**src/rtl/rng_pkg.sv**
```systemverilog
// Shared types and the LFSR step function for the random-number scheduler.
package rng_pkg;

    typedef enum logic [1:0] {IDLE, STEP, DELIVER} state_t;

    localparam int         LFSR_W   = 8;
    localparam logic [7:0] TAP_MASK = 8'h55;

    // Bit 7 is deliberately excluded from the feedback taps.
    function automatic logic [LFSR_W-1:0] lfsr_next(input logic [LFSR_W-1:0] value);
        return {value[LFSR_W-2:0], ^(value & TAP_MASK)};
    endfunction

endpackage

```
**src/rtl/rr_arbiter.sv**
```systemverilog
// Combinational round-robin pick: first asserted request at or above ptr, wrapping.
module rr_arbiter #(
    parameter int N_REQ = 4,
    localparam int PW   = $clog2(N_REQ)
) (
    input  logic [N_REQ-1:0] req,
    input  logic [PW-1:0]    ptr,
    output logic [PW-1:0]    grant_idx,
    output logic             any_req
);

    logic [PW:0]   sum;
    logic [PW-1:0] idx;
    logic          found;

    always_comb begin
        grant_idx = '0;
        any_req   = |req;
        sum       = '0;
        idx       = '0;
        found     = 1'b0;
        for (int i = 0; i < N_REQ; i++) begin
            sum = (PW+1)'(ptr) + (PW+1)'(i);
            if (sum >= (PW+1)'(N_REQ)) begin
                sum = sum - (PW+1)'(N_REQ);
            end
            idx = PW'(sum);
            if (!found && req[idx]) begin
                found     = 1'b1;
                grant_idx = idx;
            end
        end
    end

endmodule

```
**src/rtl/rng_scheduler.sv**
```systemverilog
// Shares one 8-bit LFSR among N_REQ requesters with round-robin grants,
// a fixed number of LFSR steps per grant, and a deferred reseed path.
module rng_scheduler
    import rng_pkg::*;
#(
    parameter int         N_REQ = 4,
    parameter int         STEPS = 2,
    parameter logic [7:0] SEED  = 8'hAA
) (
    input  logic             clk,
    input  logic             reset,
    input  logic [N_REQ-1:0] req,
    output logic [N_REQ-1:0] ack,
    output logic [7:0]       rand_out,
    output logic             rand_valid,
    input  logic             seed_load,
    input  logic [7:0]       seed_in,
    output logic             busy
);

    localparam int PW = $clog2(N_REQ);
    localparam int CW = $clog2(STEPS + 1);

    state_t         state;
    state_t         state_next;
    logic [7:0]     lfsr;
    logic [7:0]     seed_reg;
    logic           seed_pending;
    logic [PW-1:0]  rr_ptr;
    logic [PW-1:0]  grant_idx;
    logic [PW-1:0]  arb_idx;
    logic           any_req;
    logic [CW-1:0]  step_cnt;
    logic           last_step;

    rr_arbiter #(.N_REQ(N_REQ)) u_arbiter (
        .req       (req),
        .ptr       (rr_ptr),
        .grant_idx (arb_idx),
        .any_req   (any_req)
    );

    assign last_step = (step_cnt == CW'(STEPS - 1));

    always_ff @(posedge clk or posedge reset) begin
        if (reset) begin
            state <= IDLE;
        end else begin
            state <= state_next;
        end
    end

    // A pending reseed wins over arbitration, so IDLE only advances without one.
    always_comb begin
        state_next = state;
        case (state)
            IDLE:    if (!seed_pending && any_req) state_next = STEP;
            STEP:    if (last_step)                state_next = DELIVER;
            DELIVER: state_next = IDLE;
            default: state_next = IDLE;
        endcase
    end

    always_comb begin
        busy = (state != IDLE);
    end

    always_ff @(posedge clk or posedge reset) begin
        if (reset) begin
            lfsr         <= SEED;
            seed_reg     <= '0;
            seed_pending <= 1'b0;
            rr_ptr       <= '0;
            grant_idx    <= '0;
            step_cnt     <= '0;
            ack          <= '0;
            rand_valid   <= 1'b0;
            rand_out     <= '0;
        end else begin
            ack        <= '0;
            rand_valid <= 1'b0;

            if (seed_load) begin
                seed_reg <= seed_in;
            end

            // A fresh strobe keeps the flag set even on the cycle the older seed is applied.
            if (seed_load) begin
                seed_pending <= 1'b1;
            end else if (state == IDLE) begin
                seed_pending <= 1'b0;
            end

            case (state)
                IDLE: begin
                    if (seed_pending) begin
                        lfsr <= (seed_reg == 8'h00) ? SEED : seed_reg;
                    end else if (any_req) begin
                        grant_idx <= arb_idx;
                        step_cnt  <= '0;
                    end
                end
                STEP: begin
                    lfsr     <= lfsr_next(lfsr);
                    step_cnt <= step_cnt + 1'b1;
                end
                DELIVER: begin
                    rand_out       <= lfsr;
                    rand_valid     <= 1'b1;
                    ack[grant_idx] <= 1'b1;
                    rr_ptr         <= (grant_idx == PW'(N_REQ - 1)) ? '0 : grant_idx + 1'b1;
                end
                default: ;
            endcase
        end
    end

endmodule
```
**config.mk**
```make
export PLATFORM = sky130hd
export DESIGN_NAME = rng_scheduler
export DESIGN_NICKNAME = d
export VERILOG_FILES = /design/src/rtl/rng_pkg.sv /design/src/rtl/rr_arbiter.sv /design/src/rtl/rng_scheduler.sv
export SDC_FILE = /design/constraint.sdc
export NUM_CORES = 1
export LEC_CHECK = 0
export CAP_MARGIN = 10
export CORE_ASPECT_RATIO = 0.5
export CORE_MARGIN = 10
export CORE_UTILIZATION = 52
export CTS_CLUSTER_SIZE = 25
export DETAILED_ROUTE_END_ITERATION = 16
export MAX_ROUTING_LAYER = met4
export PLACE_DENSITY = 0.8
export SYNTH_ARGS = -nofsm -noshare
export SYNTH_HDL_FRONTEND = slang
export SYNTH_SLANG_ARGS = --single-unit
```
**constraint.sdc**
```tcl
create_clock -name clk -period 1.71 [get_ports clk]
set_clock_uncertainty 0.15 [all_clocks]
set_input_delay 0.2565 -clock clk [delete_from_list [all_inputs] [get_ports clk]]
set_output_delay 0.2565 -clock clk [all_outputs]
set_load 0.005 [all_outputs]
```
==> flow_metrics.tcl <==
set metrics [dict create \
    synth.area.top_cells "dfrtp_1 49%, nand2_1 7.7%, dfstp_2 6.0%, mux2_2 5.8%, ha_1 3.6%" \
    vias 1276 \
    area_growth_pct 27.4 \
    critical_path.max_fanout 8 \
    gr-total-overflow 0 \
    worst_hold_path_type "input port to async pin" \
    grt_antenna_before_repair 0 \
    cts_buffers 5 \
    gp_congestion 0.750 \
    finalHoldViolCount 0 \
    synth-seq-area-share_pct 54.5 \
    setup_viol 0 \
    drive_gt1_share_pct 18.7 \
    grt_setup_unrepaired "no" \
    grt_pass1_wl_um 5600 \
    grt_pass1_vias 1240 \
    htreeDepth 2 \
    die_y_um 61.1 \
    p_per_area_nw_per_um2 1600 \
    ys_types 39 \
    die_area_um2 6230 \
    end_kind "flip-flop" \
    synth_edf_count 0 \
    clkSinkCount 38 \
    fillCellCount 235 \
    timing.slew.headroom_pct 76.4 \
    max_freq_mhz 637 \
    drt-pass1-iter-count 4 \
    die_x_um 102 \
    slew_viol_final 0 \
    holdWs_ns 0.166 \
    nNetsFinal 222 \
    criticalPathCategory "input port to flip-flop" \
    period_share_pct 91.9 \
    drv_cap 0 \
    cts-root-buf "clkbuf_8" \
    dp.final_hpwl_um 2500 \
    synth_area_um2 1750 \
    dpl_cell_area_um2 2130 \
    cp.required_ns 1.73 \
    finalInstanceArea_um2 2230 \
    routedWlPerCell_um 13.6 \
    avgSynthCellArea_um2 10.6 \
    cts_buffer_depth 2 \
    cts_tree "built" \
    rows 14 \
    startpoint_type "input port" \
    drtAntennaViolNets 0 \
    synth_most_common_cell "nand2_1" \
    synth_flop_cell "dfrtp_1" \
    total_power_mw 3.58 \
    ioPinCount 29 \
    port_buffers 28 \
    cp.arrival_ns 1.59 \
    setup_tns_ns 0 \
    synth_largest_area_cell "dfrtp_1" \
    peakVddDrop_mv 0.718 \
    diodes 0 \
    core_um2 3120 \
    fin_cells 243 \
    initial_core_util_pct 56.2 \
    synth_top_area_share_pct 48.5 \
    synthCells 165 \
    synthTopCellsByCount "36 x nand2_1, 34 x dfrtp_1, 9 x mux2_2" \
    status "complete, no violations" \
    synth.area.mux_share_pct 7.57 \
    p_leak_nw 1.03 \
    worstMarginPinSlew_ns 0.353 \
    place_inst 235 \
    synthXorXnorAreaFrac_pct 1.50 \
    min_period_ns 1.57 \
    synthSimpleGateAreaFrac_pct 18.6 \
    drt-vias-per-instance 5.25 \
    synth_compound_area_share_pct 10.6 \
    place_ws_ns -0.132 \
    setup_slack_ns 0.139 \
    grt_max_degree 39 \
    synth.net_count 185 \
    worstSkewPairLatency_ns 0.28 \
    ys_async_sr_fraction_pct 100 \
    drc 0 \
    track_usage_pct 11.9 \
    synth_top_family_by_area "simple AND/OR/NAND/NOR gates" \
    drt_iter0_markers 58 \
    fin_util_pct 71.6 \
    synthAdderAreaFrac_pct 3.57 \
    yosys_register_bits 38 \
    clk_pin_slew_ns 0.07 \
    hold_buffers 0 \
    yosysWarnings 0 \
    routed_wl_um 3310 \
]
[placed cells by master (no fill, tap or decap), types with 5 or more instances in the layout]
cell             Yosys  layout
clkdlybuf4s50_1      0      27
o21ai_0              6       6
buf_4                0       7
nor2_1               5       5
clkbuf_8             0       5
mux2_2               9       9
nand2_1             36      36
ha_1                 5       5
dfrtp_1             34      34
inv_1                8       8
[final timing paths]
check | from | endpoint | slack [ns] | cells after the start
worst max-delay path | req[0] | grant_idx[0]$_DFFE_PP0P_ | 0.14 | 5
worst min-delay path | reset | rand_valid$_DFF_PP0_ | 0.17 | 3
worst max register to register | state[0]$_DFFE_PP0P_ | rr_ptr[0]$_DFFE_PP0P_ | 0.22 | 4
worst min register to register | rand_out[0]$_DFFE_PP0P_ | rand_out[0]$_DFFE_PP0P_ | 0.33 | 2
max in group asynchronous | reset | lfsr[3]$_DFFE_PP1P_ | 0.99 | 3
min in group clk | rand_out[0]$_DFFE_PP0P_ | rand_out[0]$_DFFE_PP0P_ | 0.33 | 2
[final cells by class]
type / instances / area, µm² / area share (%)
tap: 40 / 50.0 / 2.24
sequential: 38 / 956 / 42.8
clock inverter: 1 / 30.0 / 1.34
inverter: 10 / 37.5 / 1.68
timing repair buffer: 36 / 352 / 15.7
multi-input combinational: 111 / 732 / 32.8
clock buffer: 7 / 76.3 / 3.42
[worst max-delay path: stages]
cell and delay (ns):
clkdlybuf4s50_1 0.59, nor2_1 0.09, a21oi_2 0.22, nand2_1 0.11, mux2_1 0.31
[what timing repair did]
action / CTS / global route
setup buffers: 0 / 0
hold endpoints to repair: 0 / 0
setup endpoints to repair: 1 / 0
gates resized for setup: 1 / 0
[metal layers]
layer	global-route usage, %	share of wire [%]	up-vias	routed length [µm]
li1	-	-	633	-
met1	13.8	46	604	1530
met2	18.7	45	34	1500
met3	3.80	7.0	5	230
met4	5.38	1.4	0	46
met5	-	0	-	0
[cells by family (layout without fill, tap and decap cells)]
family | count (synthesis) | after routing
xor+xnor | 3 | 3
buf+inv | 16 | 54
compound gates | 28 | 28
mux | 12 | 12
flops | 38 | 38
simple gates | 63 | 63
fa+ha+maj | 5 | 5
[power by group]
group | internal [mW] | switching [mW] | total [mW]
clock network | 0.436 | 0.292 | 0.728
registers | 1.24 | 0.264 | 1.51
logic | 0.709 | 0.634 | 1.34
(Power assumes the default switching activity.)
